## config.mk

```make
export PLATFORM = sky130hd
export DESIGN_NAME = iq_demod_accumulator_flat
export DESIGN_NICKNAME = d
export VERILOG_FILES = /design/src/rtl/iq_demod_accumulator_if.sv /design/src/rtl/iq_demod_accumulator.sv /design/src/flat_wrapper.sv
export SDC_FILE = /design/constraint.sdc
export NUM_CORES = 1
export LEC_CHECK = 0
export CELL_PAD_IN_SITES_DETAIL_PLACEMENT = 0
export CELL_PAD_IN_SITES_GLOBAL_PLACEMENT = 2
export CORE_MARGIN = 5
export CORE_UTILIZATION = 40
export DETAILED_ROUTE_END_ITERATION = 10
export PLACE_DENSITY_LB_ADDON = 0.2
export SYNTH_ARGS = -nofsm -noshare
export SYNTH_HDL_FRONTEND = slang
export SYNTH_SLANG_ARGS = --single-unit
```

## constraint.sdc

```tcl
create_clock -name i_clk -period 9.8 [get_ports i_clk]
set_input_delay 1.47 -clock i_clk [delete_from_list [all_inputs] [get_ports i_clk]]
set_output_delay 1.47 -clock i_clk [all_outputs]
set_load 0.02 [all_outputs]
```

## src/rtl/iq_demod_accumulator_if.sv

```systemverilog
// Bus bundle for the I/Q demodulating accumulator: control, sample/LUT inputs
// and the integrated I/Q results.
interface iq_demod_accumulator_if #(
  parameter int S_WIDTH = 12,
  parameter int D_WIDTH = 12,
  parameter int N_LOG2  = 10
);
  localparam int ACC_WIDTH = S_WIDTH + D_WIDTH + N_LOG2;

  logic                        i_en;
  logic                        i_start;
  logic                        i_continuous;
  logic signed [S_WIDTH-1:0]   i_sample;
  logic                        i_sample_valid;
  logic signed [D_WIDTH-1:0]   i_sin;
  logic signed [D_WIDTH-1:0]   i_cos;
  logic signed [ACC_WIDTH-1:0] o_i;
  logic signed [ACC_WIDTH-1:0] o_q;
  logic                        o_valid;
  logic                        o_busy;

  modport master (
    output i_en, i_start, i_continuous, i_sample, i_sample_valid, i_sin, i_cos,
    input  o_i, o_q, o_valid, o_busy
  );

  modport slave (
    input  i_en, i_start, i_continuous, i_sample, i_sample_valid, i_sin, i_cos,
    output o_i, o_q, o_valid, o_busy
  );
endinterface

```

## src/rtl/iq_demod_accumulator.sv

```systemverilog
// Lock-in style I/Q demodulator: aligns samples with LUT sin/cos, multiplies,
// and integrates over windows of 2^N_LOG2 valid samples.
module iq_demod_accumulator #(
  parameter int S_WIDTH     = 12,
  parameter int D_WIDTH     = 12,
  parameter int N_LOG2      = 10,
  parameter int LUT_LATENCY = 2
) (
  input logic                    i_clk,
  input logic                    i_rst,
  iq_demod_accumulator_if.slave  bus
);
  localparam int P_WIDTH   = S_WIDTH + D_WIDTH;
  localparam int ACC_WIDTH = P_WIDTH + N_LOG2;

  typedef enum logic [1:0] {StIdle, StAccum, StDrain} state_e;

  state_e              state_q, state_d;
  logic [N_LOG2-1:0]   cnt_q, cnt_d;

  // Delay line: aligns each sample and its window tags with the LUT output
  logic signed [S_WIDTH-1:0] samp_dl_q [LUT_LATENCY];
  logic [LUT_LATENCY-1:0]    tag_dl_q, first_dl_q, last_dl_q;

  // Multiply stage
  logic signed [P_WIDTH-1:0] prod_i_q, prod_q_q;
  logic                      m_vld_q, m_first_q, m_last_q;

  // Accumulate / output stage
  logic signed [ACC_WIDTH-1:0] acc_i_q, acc_q_q, acc_i_d, acc_q_d;
  logic signed [ACC_WIDTH-1:0] o_i_q, o_q_q;
  logic                        o_valid_q;

  logic tag_in, first_in, last_in, drain_done;
  logic signed [P_WIDTH-1:0]   s_ext, cos_ext, sin_ext;
  logic signed [ACC_WIDTH-1:0] ext_i, ext_q;

  // Input-side window tagging and sign extension of operands
  always_comb begin
    tag_in   = (state_q == StAccum) && bus.i_sample_valid;
    first_in = tag_in && (cnt_q == '0);
    last_in  = tag_in && (cnt_q == '1);
    // A newer window's last sample still in the delay line means this strobe
    // belongs to an older window; keep draining.
    drain_done = m_vld_q && m_last_q && !(|last_dl_q);
    s_ext   = {{D_WIDTH{samp_dl_q[LUT_LATENCY-1][S_WIDTH-1]}}, samp_dl_q[LUT_LATENCY-1]};
    cos_ext = {{S_WIDTH{bus.i_cos[D_WIDTH-1]}}, bus.i_cos};
    sin_ext = {{S_WIDTH{bus.i_sin[D_WIDTH-1]}}, bus.i_sin};
    ext_i   = {{N_LOG2{prod_i_q[P_WIDTH-1]}}, prod_i_q};
    ext_q   = {{N_LOG2{prod_q_q[P_WIDTH-1]}}, prod_q_q};
    acc_i_d = m_first_q ? ext_i : acc_i_q + ext_i;
    acc_q_d = m_first_q ? ext_q : acc_q_q + ext_q;
  end

  // FSM next-state and sample counter
  always_comb begin
    state_d = state_q;
    cnt_d   = cnt_q;
    case (state_q)
      StIdle: begin
        if (bus.i_start) begin
          state_d = StAccum;
          cnt_d   = '0;
        end
      end
      StAccum: begin
        if (tag_in) begin
          cnt_d = cnt_q + 1'b1;  // wraps to 0 at window end
          if (last_in && !bus.i_continuous) state_d = StDrain;
        end
      end
      StDrain: begin
        if (drain_done) state_d = StIdle;
      end
      default: state_d = StIdle;
    endcase
  end

  // FSM state register and counter, frozen while disabled
  always_ff @(posedge i_clk or posedge i_rst) begin
    if (i_rst) begin
      state_q <= StIdle;
      cnt_q   <= '0;
    end else if (bus.i_en) begin
      state_q <= state_d;
      cnt_q   <= cnt_d;
    end
  end

  // Alignment delay line for sample and tags
  always_ff @(posedge i_clk or posedge i_rst) begin
    if (i_rst) begin
      for (int k = 0; k < LUT_LATENCY; k++) samp_dl_q[k] <= '0;
      tag_dl_q   <= '0;
      first_dl_q <= '0;
      last_dl_q  <= '0;
    end else if (bus.i_en) begin
      samp_dl_q[0]  <= bus.i_sample;
      tag_dl_q[0]   <= tag_in;
      first_dl_q[0] <= first_in;
      last_dl_q[0]  <= last_in;
      for (int k = 1; k < LUT_LATENCY; k++) begin
        samp_dl_q[k]  <= samp_dl_q[k-1];
        tag_dl_q[k]   <= tag_dl_q[k-1];
        first_dl_q[k] <= first_dl_q[k-1];
        last_dl_q[k]  <= last_dl_q[k-1];
      end
    end
  end

  // Multiply stage: full-precision signed products
  always_ff @(posedge i_clk or posedge i_rst) begin
    if (i_rst) begin
      prod_i_q  <= '0;
      prod_q_q  <= '0;
      m_vld_q   <= 1'b0;
      m_first_q <= 1'b0;
      m_last_q  <= 1'b0;
    end else if (bus.i_en) begin
      prod_i_q  <= s_ext * cos_ext;
      prod_q_q  <= s_ext * sin_ext;
      m_vld_q   <= tag_dl_q[LUT_LATENCY-1];
      m_first_q <= first_dl_q[LUT_LATENCY-1];
      m_last_q  <= last_dl_q[LUT_LATENCY-1];
    end
  end

  // Accumulate; final sum goes straight to the outputs on the same edge
  always_ff @(posedge i_clk or posedge i_rst) begin
    if (i_rst) begin
      acc_i_q   <= '0;
      acc_q_q   <= '0;
      o_i_q     <= '0;
      o_q_q     <= '0;
      o_valid_q <= 1'b0;
    end else begin
      o_valid_q <= 1'b0;
      if (bus.i_en && m_vld_q) begin
        acc_i_q <= acc_i_d;
        acc_q_q <= acc_q_d;
        if (m_last_q) begin
          o_i_q     <= acc_i_d;
          o_q_q     <= acc_q_d;
          o_valid_q <= 1'b1;
        end
      end
    end
  end

  assign bus.o_i     = o_i_q;
  assign bus.o_q     = o_q_q;
  assign bus.o_valid = o_valid_q;
  assign bus.o_busy  = (state_q != StIdle);

endmodule
```

## src/flat_wrapper.sv

```systemverilog
// flat-port wrapper written by rule: the top's interface ports become plain ports
module iq_demod_accumulator_flat 
#(
  parameter int S_WIDTH     = 12,
  parameter int D_WIDTH     = 12,
  parameter int N_LOG2      = 10,
  parameter int LUT_LATENCY = 2
)
  (i_clk, i_rst, bus_i_en, bus_i_start, bus_i_continuous, bus_i_sample, bus_i_sample_valid, bus_i_sin, bus_i_cos, bus_o_i, bus_o_q, bus_o_valid, bus_o_busy);
  iq_demod_accumulator_if #(.S_WIDTH(S_WIDTH), .D_WIDTH(D_WIDTH), .N_LOG2(N_LOG2)) bus_i ();
  input logic i_clk;
  input logic i_rst;
  input wire logic [$bits(bus_i.i_en)-1:0] bus_i_en;
  input wire logic [$bits(bus_i.i_start)-1:0] bus_i_start;
  input wire logic [$bits(bus_i.i_continuous)-1:0] bus_i_continuous;
  input wire logic [$bits(bus_i.i_sample)-1:0] bus_i_sample;
  input wire logic [$bits(bus_i.i_sample_valid)-1:0] bus_i_sample_valid;
  input wire logic [$bits(bus_i.i_sin)-1:0] bus_i_sin;
  input wire logic [$bits(bus_i.i_cos)-1:0] bus_i_cos;
  output wire logic [$bits(bus_i.o_i)-1:0] bus_o_i;
  output wire logic [$bits(bus_i.o_q)-1:0] bus_o_q;
  output wire logic [$bits(bus_i.o_valid)-1:0] bus_o_valid;
  output wire logic [$bits(bus_i.o_busy)-1:0] bus_o_busy;
  assign bus_i.i_en = bus_i_en;
  assign bus_i.i_start = bus_i_start;
  assign bus_i.i_continuous = bus_i_continuous;
  assign bus_i.i_sample = bus_i_sample;
  assign bus_i.i_sample_valid = bus_i_sample_valid;
  assign bus_i.i_sin = bus_i_sin;
  assign bus_i.i_cos = bus_i_cos;
  assign bus_o_i = bus_i.o_i;
  assign bus_o_q = bus_i.o_q;
  assign bus_o_valid = bus_i.o_valid;
  assign bus_o_busy = bus_i.o_busy;
  iq_demod_accumulator #(.S_WIDTH(S_WIDTH), .D_WIDTH(D_WIDTH), .N_LOG2(N_LOG2), .LUT_LATENCY(LUT_LATENCY)) u_core (.i_clk(i_clk), .i_rst(i_rst), .bus(bus_i));
endmodule
```

# ---- Word level (Yosys, flattened, before mapping)
# Index checks and enable logic that the tools add are counted.
dict set report word_totals {
  ff_bits 230
  latch_bits 0
  ram_bits 0
  mem_bits_ro 0
  in_bits 42
  elab_cells 58
  memories 0
}
dict set report classes {
  n_addsub 3
  multipliers 2
  div_mod_pow 0
  magnitude_cmp 0
  n_eq_ne 7
  n_shift 0
  mux 12
  bitwise 0
  n_reduce_logical 17
}
# cell n
set op_table {}
lappend op_table {{34-bit by 24-bit adder with 34-bit output} 2}
lappend op_table {{34-bit two-way mux} 2}
lappend op_table {{12-bit by 12-bit multiplier with 24-bit output} 2}
lappend op_table {{10-bit two-way mux} 2}
lappend op_table {{10-bit case mux with 2 select lines} 1}
lappend op_table {{10-bit by 1-bit adder with 10-bit output, second input constant} 1}
lappend op_table {{10-bit equality test, second input constant} 1}
lappend op_table {{10-bit zero test} 1}
lappend op_table {{2-bit two-way mux} 4}
lappend op_table {{1-bit logical AND} 7}
lappend op_table {{2-bit case mux with 3 select lines} 1}
lappend op_table {{5-bit AND reduction} 1}
lappend op_table {{2-bit by 1-bit != test with 1-bit output, second input constant} 2}
lappend op_table {{2-bit != test, second input constant} 2}
lappend op_table {{4-bit AND reduction} 1}
lappend op_table {{2-bit nonzero test} 2}
lappend op_table {{2-bit by 1-bit equality test with 1-bit output, second input constant} 1}
lappend op_table {{2-bit equality test, second input constant} 1}
lappend op_table {{1-bit zero test} 2}
lappend op_table {{2-bit zero test} 1}
lappend op_table {{1-bit two-way mux} 2}
lappend op_table {{2-bit AND reduction} 1}
lappend op_table {{2-bit OR reduction} 1}

# ---- Depth between registers and ports, before layout
dict set report depth {
  ltp_word 7
  ltp_mapped 24
  ltp_nobuf 23
}

# ---- Least setup slack after synthesis
# Ideal clock, no wire load.
dict set report synth_timing {
  path_type {in2reg}
  startpoint {input bus_i_sin[0]}
  endpoint {register u_core.prod_q_q[23]}
  setup_ns 0.125
  arrival_time_ns 6.598
  required_ns 9.675
  setup_slack_ns 3.078
  cell_stages 22
  n_path_buf 1
  path_cell_list {clkbuf_1 > nand2_1 > fa_1 > inv_1 > ha_1 > inv_1 > fa_1 > fa_1 > fa_1 > inv_1 > ha_1 > nor2b_1 > o21ai_1 > a21oi_1 > o211ai_1 > a21oi_1 > o31ai_1 > o21ai_1 > or4_1 > a31oi_1 > xnor2_1 > mux2_2}
}
dict set report synth_via {
  elab_chain_len 1
}
# element line_no
set synth_lines {}
lappend synth_lines {{start, declared} flat_wrapper.sv:18} ;# input wire logic [$bits(bus_i.i_sin)-1:0] bus_i_sin;
lappend synth_lines {{12-bit by 12-bit multiplier with 24-bit output} iq_demod_accumulator.sv:121} ;# prod_q_q <= s_ext * sin_ext;
lappend synth_lines {{end signal, assigned} iq_demod_accumulator.sv:121}
lappend synth_lines {{end, declared} iq_demod_accumulator.sv:26} ;# logic signed [P_WIDTH-1:0] prod_i_q, prod_q_q;
# No other way between the ends.
# A chain may end at the register's enable or synchronous reset.

# ---- Worst setup path in the final report
dict set report layout_timing {
  startpoint {input bus_i_sin[6]}
  endpoint {register u_core.prod_q_q[22]}
}
# The elaborated chain is that of the path after synthesis.

==> out/metrics.csv <==
stage,metric,value,unit
outcome,status,completed,
logic_synthesis,netlist_top_cells_count,"nand2_1 (375), inv_1 (365), fa_1 (278)",
drt,ant_nets,0,
timing,clock_skew,0.01003,ns
cells_and_area,diodes,0,
logic_synthesis,synth-seq-cells,230,
die,chipWidth,249.6,µm
global_route,grt_max_degree,111,
drt,drt-wirelength-per-cell,16.47,µm
job,drv_cap,0,
clock_tree,h-tree-depth,1,
clock_tree,cts_setup_buffers,0,
die,die_area,62280,µm²
drt,routed_wl,54.49,mm
clock_tree,clk_latency,0.58,ns
place,dp_hpwl,42.22,mm
logic_synthesis,synth_top_area_frac,0.2507,
logic_synthesis,yosysSeqAreaShare,0.2507,
timing,maxSlewViolCount,0,
cells_and_area,stdcell_count,3309,
cells_and_area,finalInstanceArea,25700,µm²
cells_and_area,n_fill_cell,5583,
timing,hold_violations,0,
setup_path,reg2reg_depth,23,
logic_synthesis,yosysMostFrequentCell,nand2_1,
drt,vias,16619,
place,placed_area,24720,µm²
setup_path,worstPathRequired,10.26,ns
logic_synthesis,yosysWarnings,0,
cells_and_area,areaGrowthSynthToFinish,11.96,%
timing,period_needed,7.085,ns
global_route,grt.total_usage,0.1760,
setup_path,ff2ff_setup_slack,3.41,ns
drt,drc,0,
cells_and_area,layout-drive-gt1-share,0.05797,
logic_synthesis,synth_edf_count,0,
drt,wl_met2,24.11,mm
place,portBuffers,111,
logic_synthesis,synth_top_cell_by_area,dfrtp_1,
setup_path,crit_path_max_fanout,12,
hold_path,hold_depth,2,
clock_tree,clk_pin_slew,0.06,ns
global_route,grt_pass1_wl,91.94,mm
clock_tree,postCtsResizedCells,0,
setup_path,reg2reg_to,u_core.prod_i_q[22]$_DFFE_PP0P_,
setup_path,worst_r2r_startpoint,u_core.s_ext[4]$_DFFE_PP0P_,
drt,first_pass_iters,5,
cells_and_area,final_nets,3021,
global_route,antenna_found_initial,1,
logic_synthesis,async_flop_share,1.000,
clock_tree,clock-sinks,230,
logic_synthesis,synth.distinct_cells,67,
logic_synthesis,ys.flop_type,dfrtp_1,
drt,top_layer,met5,
timing,fmax,0.1411,GHz
hold_path,min_to,u_core.bus.o_q[25]$_DFFE_PP0P_,
die,ios,112,
clock_tree,hold_buffers,0,
logic_synthesis,synth_area_leaders,"dfrtp_1 (25%), fa_1 (24%), ha_1 (9.3%)",
timing,tns,0,ns
clock_tree,cts_buffers,29,
die,rows,87,
setup_path,critical_path_class,primary input to register,
clock_tree,cts_tree,built,
timing,finalSetupViolCount,0,
place,finalWeightedCongestion,0.7980,
die,fp.dieH,249.6,µm
drt,via_per_inst,5.022,
logic_synthesis,synth_nets,2975,
place,dp.cells,3256,
hold_path,hp-start,u_core.bus.o_q[25]$_DFFE_PP0P_,
clock_tree,clock_path_buffers,3,
setup_path,crit_arrival,7.55,ns
timing,rsz0062_at_grt,no,
drt,dr_wl_met3,1.837,mm
die,initial_utilization,0.4055,
timing,post-route-period-util,0.7230,
global_route,grt-ovfl-total,0,
logic_synthesis,syn_area_per_cell,9.237,µm²
global_route,grt_pass1_vias,17269,
timing,maxSlewHeadroom,0.2439,
setup_path,end_kind,register,
setup_path,start_kind,primary input,
logic_synthesis,synth.cell_area,22950,µm²
die,core-area,56600,µm²
timing,tightestPinTransition,1.134,ns
drt,wl_met1,27.51,mm
logic_synthesis,synthCells,2485,
clock_tree,cts-root-buf,clkbuf_16,
hold_path,min_path_type,register to register,
drt,drtIter0Drc,590,
## cell families after synthesis
group | count (synthesis) | share of synthesized area
AO/OA/AOI/OAI | 469 | 0.1255
AND/OR/NAND/NOR | 679 | 0.1331
buffers and inverters | 478 | 0.07849
flip-flops | 230 | 0.2507
multiplexers | 81 | 0.03892
XOR/XNOR | 100 | 0.03816
adder cells (fa/ha/maj) | 448 | 0.3351
## layout make-up
cell class / count / area [µm²] / area share
multi-input cells: 1777 / 15410 / 0.5997
flip-flops and latches: 230 / 5757 / 0.2240
inverters: 367 / 1385 / 0.05389
repair buffers: 126 / 1221 / 0.04751
well taps: 756 / 945.9 / 0.03680
clock buffers: 40 / 837.1 / 0.03257
clock inverters: 13 / 142.6 / 0.005550
## metrics by stage
stage               setup slack (ns)  utilization  hold WS (ns)
floorplan                      2.025            -        0.4476
global placement               2.154       0.4367        0.4614
detailed placement             2.124       0.4367        0.4703
CTS                            2.743       0.4540        0.4834
global route                   2.305       0.4540        0.5030
finish                         2.715       0.4540        0.4743
## registers in the layout (all words and copies together) (netlist names)
register            flops
u_core.acc_i_q         34
u_core.acc_q_q         34
u_core.bus.o_i         34
u_core.bus.o_q         34
u_core.bus.o_valid      1
u_core.cnt_q           10
u_core.first_dl_q       2
u_core.last_dl_q        2
u_core.m_first_q        1
u_core.m_last_q         1
u_core.m_vld_q          1
u_core.prod_i_q        24
u_core.prod_q_q        24
u_core.s_ext           12
u_core.samp_dl_q       12
u_core.state_q          2
u_core.tag_dl_q         2
## worst max-delay path, stage by stage
cell and delay (ns):
clkdlybuf4s50_1 0.73, and2_1 0.35, fa_1 0.55, inv_1 0.06, fa_1 0.53, inv_1 0.05
fa_1 0.45, fa_1 0.49, inv_1 0.05, fa_1 0.48, inv_1 0.04, ha_1 0.35
o311a_1 0.21, o31ai_1 0.09, a211oi_1 0.43, a41oi_1 0.25, a2111oi_0 0.44, nor2_1 0.10
xnor2_1 0.15, mux2_2 0.26
## layout by cell type, fill, tap and decap left out, types with 5 or more instances in the layout
master and count:
nand2b_1 17, o31ai_1 6, clkinv_2 7, a21o_1 48, a41oi_1 5, o21bai_1 11, a21boi_0 17, buf_4 16
o21a_1 14, ha_1 170, dfrtp_1 229, and2_1 89, o31a_1 7, clkbuf_8 7, nand2_1 373, nor3_1 25
a31oi_1 10, or3_1 7, inv_1 363, a211oi_1 9, a21oi_1 99, xor2_1 28, nand4_1 8, nand3_1 25
and3_1 16, nor2_1 88, nor2b_1 11, o21ai_0 194, clkdlybuf4s50_1 110, a211o_1 6, xnor2_1 72, mux2_2 66
fa_1 278, nor4_1 5, clkbuf_16 29, mux2i_1 15
## routing by layer
metal,track usage,up-vias
met4,0.03167,2
met5,0,-
met3,0.02343,56
met1,0.2614,8212
li1,-,8120
met2,0.2806,229
## worst max-delay path by stage
stage	endpoint	depth (start not counted)	from	slack, ns
after floorplan	u_core.acc_i_q[0]$_DFFE_PP0P_	1	i_rst	2.03
after global placement	u_core.prod_q_q[23]$_DFFE_PP0P_	22	bus_i_sin[0]	2.15
after detailed placement	u_core.prod_i_q[22]$_DFFE_PP0P_	21	bus_i_cos[0]	2.12
after CTS	u_core.prod_i_q[22]$_DFFE_PP0P_	21	bus_i_cos[0]	2.74
after global routing	u_core.prod_q_q[23]$_DFFE_PP0P_	22	bus_i_sin[0]	2.31
final	u_core.prod_q_q[22]$_DFFE_PP0P_	20	bus_i_sin[6]	2.71
Power is not shown: default switching activity piles up to over one toggle a cycle in this logic, so the estimate is an artifact.
==> RTL edit 1: new RTL, same flow settings <==
`N_LOG2` is set to 10 in 3 places; all go to 8.
--- a/src/rtl/iq_demod_accumulator_if.sv
+++ b/src/rtl/iq_demod_accumulator_if.sv
@@ -3,7 +3,7 @@
 interface iq_demod_accumulator_if #(
   parameter int S_WIDTH = 12,
   parameter int D_WIDTH = 12,
-  parameter int N_LOG2  = 10
+  parameter int N_LOG2  = 8
 );
   localparam int ACC_WIDTH = S_WIDTH + D_WIDTH + N_LOG2;
 
--- a/src/rtl/iq_demod_accumulator.sv
+++ b/src/rtl/iq_demod_accumulator.sv
@@ -3,7 +3,7 @@
 module iq_demod_accumulator #(
   parameter int S_WIDTH     = 12,
   parameter int D_WIDTH     = 12,
-  parameter int N_LOG2      = 10,
+  parameter int N_LOG2      = 8,
   parameter int LUT_LATENCY = 2
 ) (
   input logic                    i_clk,
--- a/src/flat_wrapper.sv
+++ b/src/flat_wrapper.sv
@@ -3,7 +3,7 @@
 #(
   parameter int S_WIDTH     = 12,
   parameter int D_WIDTH     = 12,
-  parameter int N_LOG2      = 10,
+  parameter int N_LOG2      = 8,
   parameter int LUT_LATENCY = 2
 )
   (i_clk, i_rst, bus_i_en, bus_i_start, bus_i_continuous, bus_i_sample, bus_i_sample_valid, bus_i_sin, bus_i_cos, bus_o_i, bus_o_q, bus_o_valid, bus_o_busy);
Interface: changed (resized bus_o_i and bus_o_q); port bits go from 112 to 108. The function was not compared with the original's and may differ.
==> RTL edit 1 against the original RTL <==
Die area shrank 2.3%; sequential cell count down 10; final area shrank 2.0%; maximum frequency up 3.3%; worst setup slack better by 230 ps; register-to-register slack better by 130 ps; critical path type unchanged; routed wire length shrank 2.4%; synthesized area decreased by 2.4%; largest cell class unchanged.
Power is not shown: default switching activity piles up to over one toggle a cycle in this logic, so the estimate is an artifact.
==> RTL edit 1: results (changes against the original RTL) <==
[synth]
ys.flop_type=dfrtp_1  ; unchanged
postSynth.asyncResetShare_pct=100  ; unchanged
seq_area_frac_synth_pct=24.6  ; was 25.1%
ys_top_cells_by_count=inv_1 (365), nand2_1 (365), fa_1 (278)  ; was nand2_1 (375), inv_1 (365), fa_1 (278)
yosys_warnings=0  ; unchanged
synth_area_leaders=fa_1 (25%), dfrtp_1 (25%), ha_1 (9.3%)  ; was dfrtp_1 (25%), fa_1 (24%), ha_1 (9.3%)
synthCells=2431  ; was 2,485
synth.distinct_cells=76  ; was 67
syn-num-nets=2917  ; was 2,975

[setup_path]
cpPeakStageDelay_ps=830  ; was 730 ps
path_delay_family=adder cells  ; unchanged
crit_fanout=12  ; unchanged
rr_startpoint=u_core.s_ext[11]  ; was u_core.s_ext[4]
critPathLaunch=bus_i_cos[4]  ; was bus_i_sin[6]
crit_path_top_delay_cell=clkdlybuf4s50_1  ; unchanged

[grt]
grtUsageTotal_pct=18.0  ; was 17.6%
grt_pass1_vias=17000  ; was 17,300
antenna_found_initial=0  ; was 1
grt_pass1_wl_um=89800  ; was 91,900 um
grt_overflow_total=0  ; unchanged
grt_max_degree=92  ; was 111

[clock_tree]
cts_setup_buffers=0  ; unchanged
numCtsBuffers=28  ; was 29
insertion_delay_ps=580  ; about the same
h-tree-depth=1  ; unchanged
clk_pin_slew_ps=60  ; about the same
clk_path_buf_depth=3  ; unchanged
cts_resized=0  ; unchanged
cts-root-buf=clkbuf_16  ; unchanged

[cells_and_area]
drive_gt1_share_pct=6.48  ; was 5.80%
antenna_cells=0  ; unchanged
fin_nets=2965  ; was 3,021
final_cells=3249  ; was 3,309

[detailed_routing]
vias=16100  ; was 16,600
drt-total-wl_um=53200  ; was 54,500 um
first_pass_iters=5  ; unchanged
drt_iter0_markers=647  ; was 590

[worst_hold_path]
hold_start=u_core.bus.o_i[8]  ; was u_core.bus.o_q[25]
hold_path_class=register to register  ; unchanged

[placed_design]
io_buffers=107  ; was 111
hpwl_um=41400  ; was 42,200 um
place_ws_ps=2370  ; was 2120 ps
place.gp.congestion=0.819  ; was 0.798

[sta]
finalSetupTns_ps=0  ; unchanged
clock_skew_ps=21.5  ; was 10.0 ps
slew_headroom_pct=22.2  ; was 24.4%

[outcome]
status=complete, no violations  ; unchanged

==> RTL edit 1: final timing paths <==
kind	to	slack [ps]	cells past startpoint
worst min-delay path	u_core.bus.o_i[8]	470	2
worst min register to register	u_core.bus.o_i[8]	470	2
worst max-delay path	u_core.prod_i_q[23]	2940	22
max in group asynchronous	u_core.m_first_q	7000	3
worst max register to register	u_core.prod_i_q[23]	3540	19
min in group asynchronous	u_core.bus.o_q[23]	1370	2
==> RTL edit 1: cell families (layout without fill, tap and decap cells) <==
| group | count (synthesis) | in the layout | share of synthesized area (%) |
|---|---|---|---|
| simple gates | 684 | 684 | 13.8 |
| buf+inv | 470 | 540 | 7.87 |
| fa+ha+maj | 444 | 444 | 34.1 |
| compound gates | 434 | 434 | 11.8 |
| xor+xnor | 101 | 101 | 3.95 |
| mux | 78 | 78 | 3.85 |
| flops | 220 | 220 | 24.6 |
==> RTL edit 1: area by class of cell <==
| class | count | area [um2] |
|---|---|---|
| Clock buffer | 38 | 838 |
| Clock inverter | 14 | 188 |
| Fill cell | 5450 | 30100 |
| Inverter | 367 | 1390 |
| Multi-Input combinational cell | 1741 | 15200 |
| Sequential cell | 220 | 5510 |
| Tap cell | 748 | 936 |
| Timing Repair Buffer | 121 | 1170 |
==> RTL edit 1: metrics by stage <==
| step | cell area [um2] | hold slack, ps |
|---|---|---|
| 2_1_floorplan | 22400 | 449 |
| 3_3_place_gp | 24200 | 461 |
| 3_5_place_dp | 24200 | 464 |
| 4_1_cts | 25200 | 480 |
| 5_1_grt | 25200 | 507 |
| 6_report | 25200 | 471 |
==> RTL edit 1: per-layer routing <==
metal  routed length, um  global-route usage [%]  vias up
met3                1780                    2.20       49
li1                    -                       -     7892
met4                 911                    3.04        0
met1               26400                    26.5     7957
met2               24100                    29.0      217
met5                   0                       0        -
==> RTL edit 1: worst reg2reg max path: stages, from the launching register on <==
cell and delay (ps):
dfrtp_1 1020, nand2_1 280, fa_1 590, inv_1 80
ha_1 490, inv_1 160, fa_1 500, inv_1 50
fa_1 520, inv_1 50, fa_1 470, inv_1 40
ha_1 210, or3_1 370, nor3_1 230, o31ai_1 180
or4_1 420, a31oi_1 220, xnor2_1 150, a21oi_1 80
==> RTL edit 2: new RTL, same flow settings <==
Without the edit above. Make the reset (`i_rst`) synchronous in 4 clocked blocks.
--- a/src/rtl/iq_demod_accumulator.sv
+++ b/src/rtl/iq_demod_accumulator.sv
@@ -77,7 +77,7 @@
   end
 
   // FSM state register and counter, frozen while disabled
-  always_ff @(posedge i_clk or posedge i_rst) begin
+  always_ff @(posedge i_clk) begin
     if (i_rst) begin
       state_q <= StIdle;
       cnt_q   <= '0;
@@ -88,7 +88,7 @@
   end
 
   // Alignment delay line for sample and tags
-  always_ff @(posedge i_clk or posedge i_rst) begin
+  always_ff @(posedge i_clk) begin
     if (i_rst) begin
       for (int k = 0; k < LUT_LATENCY; k++) samp_dl_q[k] <= '0;
       tag_dl_q   <= '0;
@@ -109,7 +109,7 @@
   end
 
   // Multiply stage: full-precision signed products
-  always_ff @(posedge i_clk or posedge i_rst) begin
+  always_ff @(posedge i_clk) begin
     if (i_rst) begin
       prod_i_q  <= '0;
       prod_q_q  <= '0;
@@ -126,7 +126,7 @@
   end
 
   // Accumulate; final sum goes straight to the outputs on the same edge
-  always_ff @(posedge i_clk or posedge i_rst) begin
+  always_ff @(posedge i_clk) begin
     if (i_rst) begin
       acc_i_q   <= '0;
       acc_q_q   <= '0;
Check against the original RTL: differs if i_rst is asserted again (counterexample within 4 cycles, from zero or initial values and one cycle with i_rst high); with i_rst held inactive, the same outputs for 10 cycles.
==> RTL edit 2 against the original RTL <==
Final area about the same; sequential cell count unchanged; largest cell class unchanged; hold slack got worse by 21 ps; synthesized area increased by 0.59%; routed wire length increased by 8.1%; via count increased by 7.1%; worst setup slack improved by 220 ps.
==> RTL edit 2: results (changes against the original RTL) <==
[synth]
synth_area_leaders=fa_1 (24%), dfxtp_1 (18%), ha_1 (9.2%)  ; was dfrtp_1 (25%), fa_1 (24%), ha_1 (9.3%)
seq_area_frac_synth_pct=21.0  ; was 25.1%
ys.flop_type=dfxtp_1  ; was dfrtp_1
synth-edff-count=24  ; was 0
syn-num-nets=3170  ; was 2,975

[sta]
whs_ps=453  ; was 474 ps

[setup_path]
critPathLaunch=bus_i_sin[3]  ; was bus_i_sin[6]
reg2regPathDepth=21  ; was 23

[grt]
grt_pass1_wl_um=97400  ; was 91,900 um
grt_pass1_vias=18000  ; was 17,300
grtUsageTotal_pct=18.7  ; was 17.6%

[cells_and_area]
n_clock_buffer=39  ; was 40
inverters=355  ; was 367
final_core_util_pct=44.7  ; was 45.4%
bufAreaShareNonClock_pct=4.95  ; was 4.75%
final_cells=3486  ; was 3,309
nNonClkBuffers=133  ; was 126
multi_input_area_um2=16400  ; was 15,400 um2
nFillCells=5677  ; was 5,583
drive_gt1_share_pct=3.75  ; was 5.80%

[worst_hold_path]
whs_endpoint=u_core.bus.o_q[13]  ; was u_core.bus.o_q[25]
hold_start=u_core.bus.o_q[13]  ; was u_core.bus.o_q[25]

[clock_tree]
numCtsBuffers=27  ; was 29

[outcome]
status=complete, no violations  ; unchanged

[placed_design]
dp_cells=3437  ; was 3,256
place_ws_ps=2360  ; was 2120 ps
hpwl_um=45200  ; was 42,200 um

[detailed_routing]
vias_per_cell=5.10  ; was 5.02

==> RTL edit 2: cell families after synthesis <==
kind of cell	synth area share, %
multiplexers	2.38
AO/OA/AOI/OAI	14.4
buffers and inverters	8.08
flip-flops	21.0
adder cells (fa/ha/maj)	33.3
XOR/XNOR	3.72
AND/OR/NAND/NOR	17.1
==> RTL edit 2: power by group through the flow <==
stage / sequential [mW] / clock [mW] / combinational (mW)
floorplan: 1.08 / 0 / 2.18
global placement: 1.13 / 0 / 2.77
detailed placement: 1.13 / 0 / 2.79
CTS: 1.11 / 1.04 / 2.81
global route: 1.12 / 1.08 / 3.22
finish: 1.11 / 1.01 / 2.78
==> RTL edit 2: metal layers <==
metal  GRT usage (%)  routed length (um)
met5               0                   0
met4            3.18                 916
met3            2.20                2110
met2            29.6               26200
met1            28.1               29700
==> RTL edit 2: worst min-delay path, cell delays in order (launching register included) <==
cell and delay (ps):
dfxtp_1 310, nand2_1 50, a21oi_1 50
